File: src/rtl/ccip_intr_scheduler.sv
// Interrupt scheduler for the CCI-P c1 TX path: latches per-source requests,
// issues them round-robin under c1TxAlmFull, and tracks one response per interrupt id.
module ccip_intr_scheduler #(
  parameter int NUM_SRC     = 4,
  parameter int RSP_TIMEOUT = 4096
) (
  input  logic               Clk_400,
  input  logic               SoftReset,
  input  logic [NUM_SRC-1:0] src_req,
  input  logic [NUM_SRC-1:0] src_en,
  input  logic               tx_almfull,
  output logic               tx_intr_valid,
  output logic [1:0]         tx_intr_id,
  input  logic               rx_rsp_valid,
  input  logic [1:0]         rx_rsp_id,
  output logic [NUM_SRC-1:0] src_ack,
  input  logic               err_clear,
  output logic [NUM_SRC-1:0] pending_o,
  output logic [NUM_SRC-1:0] inflight_o,
  output logic [NUM_SRC-1:0] err_timeout,
  output logic               err_spurious
);

  localparam int             TW      = $clog2(RSP_TIMEOUT) + 1;
  localparam logic [TW-1:0]  T_LAST  = TW'(RSP_TIMEOUT - 1);
  localparam logic [TW-1:0]  T_MAX   = {TW{1'b1}};
  localparam logic [TW-1:0]  T_ONE   = TW'(1);
  localparam logic [1:0]     RR_INIT = 2'(NUM_SRC - 1);

  logic [NUM_SRC-1:0] pending_r;
  logic [NUM_SRC-1:0] inflight_r;
  logic [TW-1:0]      timer_r [NUM_SRC];
  logic [1:0]         rr_ptr_r;

  logic [NUM_SRC-1:0] eligible_s;
  logic [NUM_SRC-1:0] issue_s;
  logic [NUM_SRC-1:0] rsp_hit_s;
  logic [NUM_SRC-1:0] timeout_s;
  logic [1:0]         winner_s;
  logic [1:0]         sel_s;
  logic               take_s;
  logic               fire_s;
  logic               spurious_s;

  // Round-robin pick: first eligible index after the last winner, blocked by almfull
  always_comb begin
    eligible_s = pending_r & ~inflight_r & src_en;
    issue_s    = '0;
    winner_s   = 2'b00;
    fire_s     = 1'b0;
    sel_s      = 2'b00;
    take_s     = 1'b0;
    for (int k = 1; k <= NUM_SRC; k++) begin
      sel_s          = 2'((int'(rr_ptr_r) + k) % NUM_SRC);
      take_s         = eligible_s[sel_s] & ~fire_s & ~tx_almfull;
      issue_s[sel_s] = take_s;
      winner_s       = take_s ? sel_s : winner_s;
      fire_s         = fire_s | take_s;
    end
  end

  // Response decode and timeout detection; a matching response beats a same-cycle timeout
  always_comb begin
    rsp_hit_s = '0;
    timeout_s = '0;
    for (int i = 0; i < NUM_SRC; i++) begin
      rsp_hit_s[i] = rx_rsp_valid & (rx_rsp_id == 2'(i)) & inflight_r[i];
      timeout_s[i] = inflight_r[i] & (timer_r[i] == T_LAST) & ~rsp_hit_s[i];
    end
    spurious_s = rx_rsp_valid & ~(|rsp_hit_s);
  end

  // Per-source request/flight state, round-robin pointer and response timers
  always_ff @(posedge Clk_400) begin
    if (SoftReset) begin
      pending_r  <= '0;
      inflight_r <= '0;
      rr_ptr_r   <= RR_INIT;
      for (int i = 0; i < NUM_SRC; i++) begin
        timer_r[i] <= '0;
      end
    end else begin
      // A request arriving in the issue cycle survives for a later re-issue
      pending_r  <= src_en & ((pending_r & ~issue_s) | src_req);
      inflight_r <= issue_s | (inflight_r & ~rsp_hit_s & ~timeout_s);
      rr_ptr_r   <= fire_s ? winner_s : rr_ptr_r;
      for (int i = 0; i < NUM_SRC; i++) begin
        if (issue_s[i]) begin
          timer_r[i] <= '0;
        end else if (inflight_r[i] && (timer_r[i] != T_MAX)) begin
          timer_r[i] <= timer_r[i] + T_ONE;
        end else begin
          timer_r[i] <= timer_r[i];
        end
      end
    end
  end

  // Registered request/ack pulses and sticky error flags (a new error beats err_clear)
  always_ff @(posedge Clk_400) begin
    if (SoftReset) begin
      tx_intr_valid <= 1'b0;
      tx_intr_id    <= 2'b00;
      src_ack       <= '0;
      err_timeout   <= '0;
      err_spurious  <= 1'b0;
    end else begin
      tx_intr_valid <= fire_s;
      tx_intr_id    <= winner_s;
      src_ack       <= rsp_hit_s;
      err_timeout   <= (err_timeout & ~{NUM_SRC{err_clear}}) | timeout_s;
      err_spurious  <= (err_spurious & ~err_clear) | spurious_s;
    end
  end

  assign pending_o  = pending_r;
  assign inflight_o = inflight_r;

endmodule

File: config.mk
export PLATFORM = sky130hd
export DESIGN_NAME = ccip_intr_scheduler
export DESIGN_NICKNAME = d
export VERILOG_FILES = /design/src/rtl/ccip_intr_scheduler.sv
export SDC_FILE = /design/constraint.sdc
export NUM_CORES = 1
export LEC_CHECK = 0
export CAP_MARGIN = 25
export CELL_PAD_IN_SITES_DETAIL_PLACEMENT = 1
export CELL_PAD_IN_SITES_GLOBAL_PLACEMENT = 2
export CORE_ASPECT_RATIO = 1.25
export CORE_UTILIZATION = 42
export DETAILED_ROUTE_END_ITERATION = 10
export GPL_TIMING_DRIVEN = 0
export PLACE_DENSITY = 0.9
export SLEW_MARGIN = 10
export SYNTH_ARGS = -nofsm -noshare
export SYNTH_HDL_FRONTEND = slang
export SYNTH_SLANG_ARGS = --single-unit
File: constraint.sdc
create_clock -name Clk_400 -period 4.59 [get_ports Clk_400]
set_input_delay 0.918 -clock Clk_400 [delete_from_list [all_inputs] [get_ports Clk_400]]
set_output_delay 0.918 -clock Clk_400 [all_outputs]
set_load 0.05 [all_outputs]
After elaboration in Yosys (flattened, before gate mapping) --
Memory sizes are Yosys's and may differ from the RTL's. Cells that the tools add are included.
Word-level totals: register bits after elaboration 22, memory bits (writable) 52, word-level logic and storage cells 194, memories 1
Cells by class: add/sub/neg operators 8, order comparisons 8, equal/unequal tests 11, mux-type cells 81, bitwise gates (word level) 67, reduce and logical (&&, ||, !) cells 10
Memories:
- timer_r | depth 4, bits a word 13, rd ports 4, clocked after memory_dff 0, write ports 4, line 32 | logic [TW-1:0] timer_r [NUM_SRC];
Operator list (count):
- 13-bit two-way mux | 12
- 1-bit two-way mux | 54
- 13-bit by 1-bit adder with 13-bit output, second input constant | 4
- 13-bit by 12-bit equality test with 1-bit output, second input constant | 4
- 13-bit != test, second input constant | 4
- 4-bit bitwise AND | 8
- 1-bit bitwise AND | 25
- 4-bit inverter | 5
- 1-bit OR | 16
- 4-bit bitwise mux | 3
- 2-bit by 3-bit < comparator with 1-bit output, second input constant | 4
- 4-bit OR | 3
- 1-bit inverter | 10
- 1-bit binary-select mux with 2-bit select | 4
- 1-bit demux with 2-bit select | 4
- 2-bit by 1-bit greater-or-equal comparator with 1-bit output, second input constant | 4
- 1-bit logical AND | 8
- 2-bit two-way mux | 4
- 2-bit by 1-bit adder with 2-bit output, second input constant | 2
- 2-bit adder, second input constant | 2
- 2-bit equality test, second input constant | 2
- 4-bit OR reduction | 1
- 2-bit by 1-bit equality test with 1-bit output, second input constant | 1
- 2-bit zero test | 1

Longest topological paths before layout --
Gate-level depths: netlist of run 1.
depth after elaboration 24, mapped depth 10, gate-level depth less buffers 8

Least setup slack after synthesis of run 1 --
OpenSTA, ideal clock, no wires.
path type input to register, start point in src_en[1], end point mem timer_r[3][0] (netlist bit), enable pin, library setup time 369 ps, arrival 2613 ps, slack 1608 ps, stages on the path 6, buffers on the path 0, cells stage by stage nand3b_1 -> or3_1 -> a211oi_1 -> o21bai_4 -> a22o_1 -> nand3b_1
RTL lines:
- start: declaration | line 10 | input logic [NUM_SRC-1:0] src_en,
- end: declaration | line 32

==> summary.txt, run 1 <==
STA
  • Endpoints failing hold: 0
  • Final setup margin: approximately 0.90 ns
  • Final Skew: 0.00667 ns
  • Final setup fails: 0
  • RSZ-0062 raised after global routing: false
  • Setup TNS: 0 ns
  • Worst Max-Slew Pin Slew: just over 0.7 ns
  • Rel. slew slack: 52.0%
  • Final hold slack: just under 0.5 ns
  • Final min period: between 3 and 4 ns
  • Fmax: 0.271 GHz
  • Final period util: 80.4%
  • Final Max Slew Viols: 0

Synthesis
  • Mapped cell area: 4560 sq um
  • Post-Syn Instances: roughly 430
  • Most used DFF post-synth: edfxtp_1
  • Post-Syn Nets: 455
  • Async SR Flop Fraction: 0%
  • Synth warn: 0
  • Syn_area_per_cell: ~11 sq um
  • Count of cell types in the netlist: a little over 60
  • Number of flops mapped to enable cells by yosys: 52
  • Flops & latches, synth: between 70 and 80
  • Sequential cell area fraction in the yosys report: 43.9%

Routing
  • Routed Antenna Nets: 0
  • DRT iter0 DRCs: ~160
  • Total Routed Length: around 12000 microns
  • DR vias/cell: about 5.9
  • Wirelength per Cell: between 15 and 20 microns
  • Via total after detailed routing: ~3600
  • Remaining DRCs: 0
  • 1st-pass router iterations: 4

Setup path
  • Worst EP required: 4.56 ns
  • Worst Path Arrival: ~3.7 ns
  • Slowest CP cell: or4b_1
  • Critical path class: reg2reg
  • Crit start category: flip-flop
  • Worst-path cell chain: buf_2, inv_1, ha_1, inv_1, a211o_1, o211ai_1, or4b_1, nand4b_2, nand2b_1
  • Worst Path Buf+Inv: 3
  • CP delay by family, top: simple AND/OR/NAND/NOR gates
  • Setup crit end kind: flip-flop
  • CP most frequent cell: inv_1
  • CP peak stage delay: roughly 0.61 ns
  • Largest fanout on the critical path: 13

Clock tree
  • Max Root-Sink Buffers: 2
  • # clock sinks: 74
  • Clk_lat worst skew: about 0.34 ns
  • Total CTS buffers: 9
  • Post-CTS Setup Repair Bufs: 0
  • Hold_buf cts: 0
  • Worst-path clk slew: approximately 0.06 ns
  • CTS tree: done
  • # resized after CTS: 0
  • Root buf cell: clkbuf_16
  • H-tree depth: 3

Place
  • Worst slack, placed: around 0.6 ns
  • GPL Wtd Cong: around 0.8
  • Port bufs: 31
  • Area after DPL: between 5000 and 6000 sq um
  • Detail Placement HPWL: a little over 8000 microns
  • Post-placement cell count: 591

Layout
  • Commonest cells after routing, fill and taps aside: edfxtp_1, nand2_1, clkdlybuf4s50_1
  • Post-Layout Cell Count: a little over 600
  • Commonest non-fill, non-tap cell in the layout: edfxtp_1
  • Area growth, synth to finish: 16.2%
  • Fin nets: 497
  • Fin area: between 5000 and 6000 sq um
  • Diodes inserted: 0
  • Layout cells sized above 1: around an eighth

Die
  • Row count: 42
  • I/O Pins: 35
  • Core Area: 10600 sq um
  • Die Span Y: about 120 microns
  • Initial Utilization: between 40% and 50%
  • Die Wd: between 90 and 100 microns
  • Die Area: approximately 11000 sq um

Global route
  • Largest net degree at the start of global routing: 14
  • Initial antenna violation count: 0
  • Gr usage total: 22.5%
  • Vias in the first global route: roughly 3600
  • First-pass GRT wire length: between 15000 and 20000 microns
  • Global route total overflow: 0

Min path
  • Tightest Hold Check Type: reg2reg

Power
  • Worst VDD drop: 0.183 mV
  • Leak pwr: 0.00168 uW
  • P_int: 1230 uW
  • NetSw: about 500 uW
  • Cell area power density: 327 nW/um^2
  • Combinational share of power: approximately 15%
  • Clock Power Share: a little under two fifths
  • Flop pwr share: between 40% and 50%
  • Sw Share: between 20% and 30%

Job
  • Max-Cap Viols: 0

Status
  • Outcome: finished clean
==> sequential cells by signal, indices dropped and copies added, names as in the netlist <==
name	count
timer_r	52
err_timeout	4
inflight_o	4
pending_o	4
src_ack	4
rr_ptr_r	2
tx_intr_id	2
err_spurious	1
tx_intr_valid	1
==> cell usage after synthesis, types with 3 or more instances <==
| cell type | instances | area share (%) |
|---|---|---|
| edfxtp_1 | 52 | 34 |
| nand2_1 | 38 | 3.1 |
| xor2_1 | 26 | 5.0 |
| nor2_1 | 24 | 2.0 |
| dfxtp_1 | 22 | 9.7 |
| nor4_2 | 20 | 5.5 |
| nand3_1 | 19 | 2.1 |
| xnor2_1 | 19 | 3.6 |
| clkbuf_1 | 18 | 1.5 |
| nor4_1 | 17 | 2.3 |
| inv_1 | 14 | 1.2 |
| ha_1 | 12 | 3.3 |
| nand2b_1 | 12 | 1.6 |
| nor3_2 | 10 | 2.2 |
| and3_1 | 9 | 1.2 |
| a21oi_1 | 8 | 0.88 |
| nand3b_1 | 8 | 1.3 |
| nand4_1 | 6 | 0.82 |
| nor4b_1 | 6 | 1.2 |
| a221oi_1 | 5 | 0.96 |
| and4_1 | 5 | 0.96 |
| nor3_1 | 5 | 0.55 |
| a211oi_1 | 4 | 0.66 |
| a2bb2oi_1 | 4 | 0.77 |
| a22o_1 | 3 | 0.58 |
| a22oi_2 | 3 | 0.82 |
| nand4b_1 | 3 | 0.58 |
| o211ai_1 | 3 | 0.49 |
| o21ai_0 | 3 | 0.33 |
==> worst paths after layout <==
| check | startpoint | to | slack [ns] | cells past startpoint |
|---|---|---|---|---|
| worst min-delay path | err_timeout[1]$_SDFF_PP0_ | err_timeout[1]$_SDFF_PP0_ | 0.49 | 2 |
| worst max-delay path | rr_ptr_r[0]$_SDFFE_PP1P_ | timer_r[2][2]$_SDFFCE_PN0P_ | 0.90 | 9 |
| worst max register to register | rr_ptr_r[0]$_SDFFE_PP1P_ | timer_r[2][2]$_SDFFCE_PN0P_ | 0.90 | 9 |
| worst min register to register | err_timeout[1]$_SDFF_PP0_ | err_timeout[1]$_SDFF_PP0_ | 0.49 | 2 |
==> metal layers <==
metal,share of wire [%],global-route usage [%]
met1,44,30.3
met2,50,35.7
met3,4.3,4.31
met4,1.7,7.58
met5,0,0
==> worst min-delay path, stage by stage, from the launching register on <==
cell	delay, ns
dfxtp_1	0.32
nand2_1	0.06
a21oi_1	0.05
==> power by group through the flow <==
stage          sequential [uW]  combinational (uW)  clock, uW
2_1_floorplan              847                 167          0
5_1_grt                    837                 287        675
3_3_place_gp               836                 256          0
3_5_place_dp               841                 262          0
4_1_cts                    828                 265        651
6_report                   829                 264        641
==> area by class of cell <==
type	instances	area [sq um]
Fill cell	1168	5260
Multi-Input combinational cell	317	2400
Sequential cell	74	2000
Timing Repair Buffer	31	310
Clock buffer	10	229
Tap cell	132	165
Buffer	23	110
Inverter	14	52.6
Clock inverter	6	33.8
==> through the flow <==
step / power (uW) / utilization (%)
floorplan: 1010 / -
global placement: 1090 / 47.7
detailed placement: 1100 / 47.7
CTS: 1740 / 50.2
global route: 1800 / 50.2
finish: 1730 / 50.2
==> cell families after synthesis <==
logic type,Yosys count,share of synthesized area (%)
AO/OA/AOI/OAI,52,9.60
XOR/XNOR,45,8.64
adder cells (fa/ha/maj),12,3.29
buffers and inverters,37,3.56
flip-flops,74,43.9
multiplexers,2,0.987
AND/OR/NAND/NOR,206,30.1
Power figures use the tool's default switching activity.
==> inputs of run 2 (changes only) <==
--- a/config.mk
+++ b/config.mk
@@ -9,10 +9,10 @@
 export CELL_PAD_IN_SITES_DETAIL_PLACEMENT = 1
 export CELL_PAD_IN_SITES_GLOBAL_PLACEMENT = 2
 export CORE_ASPECT_RATIO = 1.25
-export CORE_UTILIZATION = 42
+export CORE_UTILIZATION = 39
 export DETAILED_ROUTE_END_ITERATION = 10
 export GPL_TIMING_DRIVEN = 0
-export PLACE_DENSITY = 0.9
+export PLACE_DENSITY = 0.85
 export SLEW_MARGIN = 10
 export SYNTH_ARGS = -nofsm -noshare
 export SYNTH_HDL_FRONTEND = slang
==> constraint.sdc (replaced) <==
create_clock -name Clk_400 -period 3.4 [get_ports Clk_400]
set_input_delay 0.68 -clock Clk_400 [delete_from_list [all_inputs] [get_ports Clk_400]]
set_output_delay 0.68 -clock Clk_400 [all_outputs]
set_load 0.05 [all_outputs]
==> run 2 against run 1 <==
  * Flip-flop and latch count did not move
  * Sequential power grew 34%
  * Die area is 7.5% higher
  * Worst setup slack got worse by 0.65 ns
  * Cell area grew 1.6%
  * Register-to-register slack got worse by 0.65 ns
  * Worst hold slack got worse by 0.020 ns
  * Non-clock buffer count grew 7
  * Cell count rose by 1.6%
  * Count of clock-buffer cells in the layout stayed put
  * Highest routed layer unchanged
==> summary.txt, run 2 (synthesized netlist as in run 1, its figures left out) <==
Status
  • Outcome: finished clean

Global route
  • Routing usage on met1: 25.1% (-5.3 points)
  • M3 GR Usage: 4.01% (-0.30 points)
  • Grt met2 use: 36.7% (+1.0 points)
  • Largest net degree at the start of global routing: 14 (unchanged)
  • Initial antenna violation count: 0 (unchanged)
  • Global route total overflow: 0 (unchanged)
  • Gr usage total: 20.6% (-1.9 points)
  • GRT Max-Usage Layer: met2
  • Vias in the first global route: 3725 (+2.6%)
  • First-pass GRT wire length: 19200 microns (-0.82%)

Routing
  • Via total after detailed routing: 3514 (-1.8%)
  • Routed Antenna Nets: 0 (unchanged)
  • DR vias/cell: 5.70 (-3.4%)
  • 1st-pass router iterations: 4 (unchanged)
  • Remaining DRCs: 0 (unchanged)
  • DRT iter0 DRCs: 132 (-15%)
  • Wirelength per Cell: 18.8 microns (-2.5%)
  • Total Routed Length: 11600 microns (-0.86%)

Die
  • Row count: 43 (+2.4%)
  • I/O Pins: 35 (unchanged)
  • Initial Utilization: 40.6% (-2.6 points)
  • Core Area: 11200 sq um (+6.5%)
  • Die Wd: 98.8 microns (+3.7%)
  • Die Area: 12100 sq um (+7.5%)
  • Die Span Y: 123 microns (+3.7%)

Power
  • Overall Power: 2360 uW (+36%)
  • Cell area power density: 438 nW/um^2 (+34%)
  • Worst VDD drop: 0.248 mV (+35%)
  • Leak pwr: 0.00173 uW (+2.8%)

Layout
  • Area growth, synth to finish: 18.0%
  • Post-Layout Cell Count: 617 (+1.6%)
  • Commonest non-fill, non-tap cell in the layout: edfxtp_1
  • Fin nets: 504 (+1.4%)
  • Layout cells sized above 1: 15.6% (+2.3 points)
  • Max reg flops: 52 (unchanged)
  • Diodes inserted: 0 (unchanged)
  • Commonest cells after routing, fill and taps aside: edfxtp_1, nand2_1, clkdlybuf4s50_1
  • Top reg by flops: timer_r
  • Fillers: 1268 (+8.6%)

Place
  • Port bufs: 31 (unchanged)
  • GPL Wtd Cong: 0.856 (+6.4%)
  • Detail Placement HPWL: 8480 microns (+3.1%)
  • Post-placement cell count: 594 (+0.51%)

Setup path
  • Worst EP required: 3.50 ns (-1.06 ns)
  • Largest fanout on the critical path: 12 (-1)
  • Setup crit end kind: flip-flop
  • Worst Path Arrival: 3.25 ns (-0.41 ns)
  • FF-to-FF path depth: 9 (unchanged)
  • Critical path class: reg2reg
  • Crit start category: flip-flop

STA
  • Rel. slew slack: 47.6% (-4.4 points)
  • RSZ-0062 raised after global routing: false
  • Final min period: 3.15 ns (-0.543 ns)
  • Fmax: 0.318 GHz (+17%)
  • Worst Max-Slew Pin Slew: 0.786 ns (+0.0656 ns)
  • Final period util: 92.6% (+12 points)
  • Final Skew: 0.00676 ns (+0.0000988 ns)
  • Final Max Slew Viols: 0 (unchanged)
  • Endpoints failing hold: 0 (unchanged)
  • Final setup fails: 0 (unchanged)

Clock tree
  • Root buf cell: clkbuf_16
  • Max Root-Sink Buffers: 2 (unchanged)
  • Clk_lat worst skew: 0.34 ns (about the same)
  • Total CTS buffers: 9 (unchanged)
  • # clock sinks: 74 (unchanged)
  • H-tree depth: 3 (unchanged)
  • CTS tree: done
  • Worst-path clk slew: 0.06 ns (about the same)

Job
  • Max-Cap Viols: 0 (unchanged)

Min path
  • Tightest Hold Check Type: reg2reg
  • Worst Hold Depth: 2 (unchanged)
-- run 2: changes by cell type in the layout (fill, tap and decap cells not counted), sizes merged --
cell / before / now
buf: 5 / 11
clkbuf: 28 / 29
clkinvlp: 1 / 2
inv: 15 / 14
-- run 2: layout make-up --
cell class | instances | area, sq um | area share (%)
multi-input cells | 317 | 2410 | 44.7
flip-flops and latches | 74 | 2000 | 37.2
repair buffers | 38 | 375 | 6.97
clock buffers | 10 | 229 | 4.25
well taps | 135 | 169 | 3.14
plain buffers | 23 | 114 | 2.11
inverters | 14 | 52.6 | 0.976
clock inverters | 6 | 33.8 | 0.627
-- run 2: critical path, cell delays in order (launching register included) --
cell,delay [ns]
dfxtp_2,0.40
clkbuf_4,0.23
inv_1,0.18
ha_1,0.38
inv_1,0.19
mux4_2,0.64
a41oi_2,0.31
a22o_1,0.20
nand3b_1,0.15
buf_12,0.22
-- run 2: what timing repair did --
| item | in CTS | in global routing |
|---|---|---|
| endpoints found under the setup margin | 52 | 53 |
| gates cloned | 0 | 0 |
| pin swaps | 0 | 0 |
| hold buffers | 0 | 0 |
| buffers inserted | 7 | 0 |
| gates resized for setup | 2 | 5 |
-- run 2: worst paths after layout --
kind                            start                           to  slack (ns)
max          rr_ptr_r[0]$_SDFFE_PP1P_  timer_r[0][5]$_SDFFCE_PN0P_        0.25
min           err_spurious$_SDFF_PP0_      err_spurious$_SDFF_PP0_        0.47
max reg2reg  rr_ptr_r[0]$_SDFFE_PP1P_  timer_r[0][5]$_SDFFCE_PN0P_        0.25
min reg2reg   err_spurious$_SDFF_PP0_      err_spurious$_SDFF_PP0_        0.47
-- run 2: layer usage --
metal  wire length, microns  vias to the layer above
met1                   5240                     1742
met2                   5920                       43
li1                       -                     1720
met3                    272                        9
met4                    150                        0
met5                      0                        -
-- run 2: power by group --
| part | leakage [uW] | internal (uW) | switching, uW |
|---|---|---|---|
| Sequential | 0.000726 | 1040 | 69.8 |
| Clock | 0.000126 | 488 | 381 |
| Combinational | 0.000880 | 146 | 231 |
-- run 2: metrics by stage --
step | cell area (sq um) | hold slack [ns] | setup TNS, ns | setup WS (ns) | util [%]
6_report | 5390 | 0.467 | 0 | 0.252 | 47.9
3_3_place_gp | 5040 | 0.460 | -15.12 | -0.317 | 44.8
2_1_floorplan | 4560 | 0.583 | 0 | 0.447 | -
3_5_place_dp | 5040 | 0.462 | -17.87 | -0.404 | 44.8
5_1_grt | 5390 | 0.514 | 0 | 0.0374 | 47.9
4_1_cts | 5380 | 0.471 | 0 | 0.108 | 47.8
